==> config.mk <==
export PLATFORM = sky130hd
export DESIGN_NAME = brightness_timeout
export DESIGN_NICKNAME = d
export VERILOG_FILES = /design/src/rtl/brightness_timeout.sv
export SDC_FILE = /design/constraint.sdc
export NUM_CORES = 1
export LEC_CHECK = 0
export BUFFER_PORTS_ARGS = -buffer_cell sky130_fd_sc_hd__buf_2
export CORE_MARGIN = 4
export CORE_UTILIZATION = 48
export DETAILED_ROUTE_END_ITERATION = 16
export GPL_TIMING_DRIVEN = 0
export MAX_ROUTING_LAYER = met4
export PLACE_DENSITY = 0.82
export SYNTH_ARGS = -nofsm -noshare
export SYNTH_HDL_FRONTEND = slang
export SYNTH_SLANG_ARGS = --single-unit
==> constraint.sdc <==
create_clock -name clk_in -period 1.7 [get_ports clk_in]
set_input_delay 0.085 -clock clk_in [delete_from_list [all_inputs] [get_ports clk_in]]
set_output_delay 0.085 -clock clk_in [all_outputs]
set_load 0.03 [all_outputs]
==> src/rtl/brightness_timeout.sv <==
// Display-on window timer for one BCM brightness bit-plane of the LED matrix driver.
// Optional macro BRIGHTNESS_TIMEOUT_BLANK_GUARD_EN adds a one-cycle blanking guard after each load.

package types;
    typedef logic [7:0] brightness_level_t;
endpackage

module brightness_timeout #(
    parameter int _UNUSED    = 0,
    parameter int BASE_TICKS = 4
) (
    input  logic                    clk_in,
    input  logic                    reset,
    input  logic                    row_latch,
    input  types::brightness_level_t brightness_mask_active,
    output logic                    output_enable,
    output logic                    exceeded_overlap_time
);

    localparam int W = $bits(types::brightness_level_t);
    // _UNUSED only keeps old instantiations legal; folding it in with *0 leaves the width unchanged.
    localparam int CNT_W = W + $clog2(BASE_TICKS) + 1 + (_UNUSED * 0);

    logic [CNT_W-1:0] counter;
    logic [CNT_W-1:0] counter_nxt;
    logic [CNT_W-1:0] load_val;
    logic             row_latch_q;
    logic             exceeded;
    logic             exceeded_nxt;
    logic             latch_pulse;
    logic             mask_nz;
    logic             guard_q;

    assign latch_pulse = row_latch & ~row_latch_q;
    assign mask_nz     = |brightness_mask_active;

    // Later iterations overwrite earlier ones, so the highest set bit selects the weight.
    always_comb begin
        load_val = '0;
        for (int i = 0; i < W; i++) begin
            if (brightness_mask_active[i]) begin
                load_val = CNT_W'(BASE_TICKS) << i;
            end
        end
    end

    always_comb begin
        counter_nxt  = counter;
        exceeded_nxt = exceeded;
        if (latch_pulse) begin
            counter_nxt  = mask_nz ? load_val : '0;
            exceeded_nxt = ~mask_nz;
        end else if ((counter != '0) && !guard_q) begin
            counter_nxt = counter - CNT_W'(1);
            if (counter == CNT_W'(1)) begin
                exceeded_nxt = 1'b1;
            end
        end
    end

    always_ff @(posedge clk_in or posedge reset) begin
        if (reset) begin
            counter     <= '0;
            row_latch_q <= 1'b0;
            exceeded    <= 1'b0;
        end else begin
            counter     <= counter_nxt;
            row_latch_q <= row_latch;
            exceeded    <= exceeded_nxt;
        end
    end

`ifdef BRIGHTNESS_TIMEOUT_BLANK_GUARD_EN
    // Guard holds the freshly loaded count for one clock while the panel stays dark.
    always_ff @(posedge clk_in or posedge reset) begin
        if (reset) begin
            guard_q <= 1'b0;
        end else begin
            guard_q <= latch_pulse & mask_nz;
        end
    end
`else
    assign guard_q = 1'b0;
`endif

    assign output_enable         = (counter != '0) && !guard_q;
    assign exceeded_overlap_time = exceeded;

endmodule

# Yosys cells after proc, flatten, opt, wreduce, memory -nomap -nowiden
# Cells that the tools add are included.
[totals]
reg_bits = 13
latch_bits = 0
ramBits = 0
romBits = 0
input_bits = 11
word_cells = 27
memories = 0
[classes]
addsub = 1
n_mul = 0
div = 0
order_cmp = 0
eq_ne = 1
n_shift = 0
mux = 14
n_bitwise = 3
n_reduce_logical = 5
[ops]
columns = ["operator", "n"]
rows = [
  ["11-bit two-way mux", 6],
  ["11-bit by 1-bit == test with 1-bit output (second input constant)", 1],
  ["11-bit nonzero test", 1],
  ["11-bit by 1-bit subtractor with 11-bit output (second input constant)", 1],
  ["8-bit OR reduction", 1],
  ["7-bit two-way mux", 1],
  ["6-bit two-way mux", 1],
  ["5-bit two-way mux", 1],
  ["4-bit two-way mux", 1],
  ["2-bit nonzero test", 2],
  ["1-bit two-way mux", 3],
  ["3-bit two-way mux", 1],
  ["1-bit NOT", 2],
  ["2-bit AND reduction", 1],
  ["1-bit AND", 1],
]

# Logic depth before layout (Yosys ltp)
[logic_depth]
ltp_word = 10
depth_mapped = 7
depth_no_buf = 7

# Worst setup path after synthesis
# Ideal clock, no wire load.
[synth_timing]
kind = "flip-flop to flip-flop"
start = "register counter[6]"
end = "register counter[10]"
setup_time_ns = 0.078
arrival_ns = 1.558
slack_ns = 0.064
path_stages_with_launch = 4
synth_period_minus_slack_ns = 1.636
path_cell_list = "dfrtp_1 > or4_4 > or4_1 > a21oi_1"
[synth_via]
elab_chain_len = 3
elab_cells_between_ends = 5
classes_between = "add/sub (1); mux (2); reduce/logical (2)"
[synth_lines]
columns = ["element", "line", "rtl"]
rows = [
  ["from (decl)", "24", "logic [CNT_W-1:0] counter;"],
  ["from (signal assigned)", "67", "counter <= counter_nxt;"],
  ["11-bit by 1-bit subtractor with 11-bit output", "54", "counter_nxt = counter - CNT_W'(1);"],
  ["11-bit two-way mux", "53", "end else if ((counter != '0) && !guard_q) begin"],
  ["11-bit two-way mux", "50", "if (latch_pulse) begin"],
]
# Several ways; a longest one is shown, not always the timed one. The select of a mux whose other input is x is not followed.
# A chain may end at the register's enable or synchronous reset.

# Worst setup path after layout
# Ends and elaborated chain as after synthesis.

==> out/results.txt <==
Ys Warns -> 0
Clock transition at path regs -> 0.09 ns
Final setup viols -> 3
Most numerous cell in the Yosys netlist -> dfrtp_1
Yosys reg bits -> 13
VDD IR max -> 968 uV
CTS Root Cell -> clkbuf_4
Ports -> 13
Nets -> 128
Worst-Margin Slew -> 0.515 ns
First-pass GRT wire length -> 3330 microns
DR pass1 iterations -> 4
Initial Utilization -> 51.8%
Critical path class -> reg -> reg
Peak Freq -> 567 MHz
Final HPWL DP -> 1310 microns
Vias in the first global route -> 762
Syn avg cell area -> 9.40 sq um
Placed Area -> 870 sq um
Arrival time worst endpoint -> 1.98 ns
Max cap viols -> 0
Fin Clk Skew -> 0.00457 ns
Unrepaired setup endpoints after global routing -> yes
Share of cells above drive strength 1 -> 34.5%
CP top delay family -> simple AND/OR/NAND/NOR gates
CP endpoint kind -> register
Gpl congestion -> 0.831
# clock sinks -> 13
Routed len/inst -> 17.7 microns
WHS -> 0.0270 ns
Core footprint -> 1520 sq um
Ys async rst share -> 100%
Largest net degree at the start of global routing -> 14
Setup crit start kind -> register
Area fraction of the dominant cell type after synthesis -> 41.2%
Synth area leaders -> dfrtp_1 41%, ha_1 4.8%, nor2_1 4.8%, nand2_1 3.3%, xor2_1 3.3%
Slowest cell on crit path -> or4_4
Initial DRC Count -> 25
Cell taking the most area after synthesis -> dfrtp_1
Synth Cell Area -> 790 sq um
Post-route clock period utilization -> 104%
Crit path max fanout -> 5
Cells after Synth -> 84
Final Instance Count excl. Fillers -> 129
Total number of vias -> 821
Worst Path Buf+Inv -> 0
FP Rows -> 14
Critical Path, Cell by Cell -> or4_4, or4_1, a21oi_1
Initial antenna violation count -> 0
Syn Nets -> 98
Largest buffer count on any clock path -> 2
DRC violations left -> 0
Part of the Yosys area used for sequential elements -> 41.2%
Vias per std cell -> 6.36
Total track usage -> 17.9%
Final setup margin -> -0.0644 ns
Finished Cell Area -> 1050 sq um
Tmin final -> 1.76 ns
Antenna Violating Nets Remaining -> 0
H-tree levels -> 1
Synth Flop Type -> dfrtp_1
Number of buffers created by CTS -> 3
Max incr delay on CP -> 0.60 ns
Worst-Skew Late Latency -> 0.28 ns
Die Wd -> 48.6 microns
P_leak -> 0.463 nW
Global route overflow -> 0
Die area -> 2360 sq um
Status -> complete, but fails checks
P&R area growth vs syn -> 33.1%
Drt total wl -> 2280 microns
Final Max Slew Viols -> 0
Post-synth EDFFs -> 0
CTS tree -> built
Pwr dens -> 1700 nW/um^2
Failing checks -> negative setup slack
Placed Instances -> 112
Most common library cells after synthesis -> 13 x dfrtp_1, 10 x nor2_1, 7 x nand2_1, 4 x inv_1
# port buffers -> 12
Post-synth cell types -> 37
Req. time, crit path -> 1.91 ns
# diodes -> 0
Final hold vios -> 0
Die Y -> 48.6 microns
Hold Crit Class -> in -> reg
Slew HR -> 65.6%
[timing repair]
action                                  in CTS  in global routing
endpoints found under the setup margin       4                  8
pin swaps                                    4                  4
endpoints found under the hold margin       14                  0
buffers inserted                             3                  8
hold buffers                                 2                  0
gates resized for setup                      7                  9
[through the flow]
stage          setup WS [ns]   TNS, ns  power [mW]  utilization [%]
2_1_floorplan         0.0643         0        1.07                -
3_3_place_gp        -0.00159  -0.00159        1.19             57.1
3_5_place_dp         -0.0320   -0.0343        1.22             57.1
4_1_cts             0.000510         0        1.51             62.7
5_1_grt              -0.0969    -0.432        1.93             69.0
6_report             -0.0644    -0.168        1.79             69.0
[placed cells by master (no fill, tap or decap), drive strengths merged, types with 2 or more instances in the layout]
cell	instances
nand2	7
dfrtp	13
or4	2
nor3	2
nand2b	2
nor2b	3
nand3	3
ha	3
buf	23
dlygate4sd3	2
nand4b	2
o21ai	3
inv	4
nor4	3
clkbuf	6
a32oi	2
xor2	3
nor2	10
or3	2
[sequential cells by signal (all words and copies together) (netlist names)]
register and count:
counter 11, row_latch_q 1, exceeded_overlap_time 1
[report_power, final]
part / leakage (nW) / internal [mW] / switching (mW) / total [mW]
sequential: 0.161 / 0.437 / 0.157 / 0.594
combinational: 0.287 / 0.492 / 0.500 / 0.992
clock: 0.0150 / 0.0912 / 0.110 / 0.202
total: 0.463 / 1.02 / 0.767 / 1.79
[cells by family (layout without fill, tap and decap cells)]
logic type	Yosys count	after routing	synth area share (%)
flip-flops	13	13	41.2
AND/OR/NAND/NOR	40	40	29.5
AO/OA/AOI/OAI	18	18	17.3
XOR/XNOR	4	4	4.44
adder cells (fa/ha/maj)	3	3	4.75
buffers and inverters	6	35	2.85
[final timing paths]
path                                            from                    end  slack (ns)  depth (start not counted)
setup / recovery                          counter[6]            counter[10]       -0.06                          3
hold / removal             brightness_mask_active[0]  exceeded_overlap_time        0.03                          2
setup reg to reg                          counter[6]            counter[10]       -0.06                          3
hold reg to reg                           counter[4]             counter[4]        0.59                          1
max in group asynchronous                      reset             counter[3]        0.96                          3
min in group asynchronous                      reset             counter[0]        0.37                          3
[routing by layer]
metal	track usage [%]	vias up	share of wire, %
li1	-	373	-
met4	7.62	0	2.5
met5	-	-	0
met3	3.07	9	7.4
met1	21.5	393	41
met2	29.1	46	49
[area by class of cell]
cell class	instances	area (sq um)
multi-input cells	65	487
fillers	101	473
well taps	16	20.0
flip-flops and latches	13	330
clock buffers	4	26.3
repair buffers	25	165
plain buffers	2	7.51
inverters	4	15.0
Power figures use the tool's default switching activity.
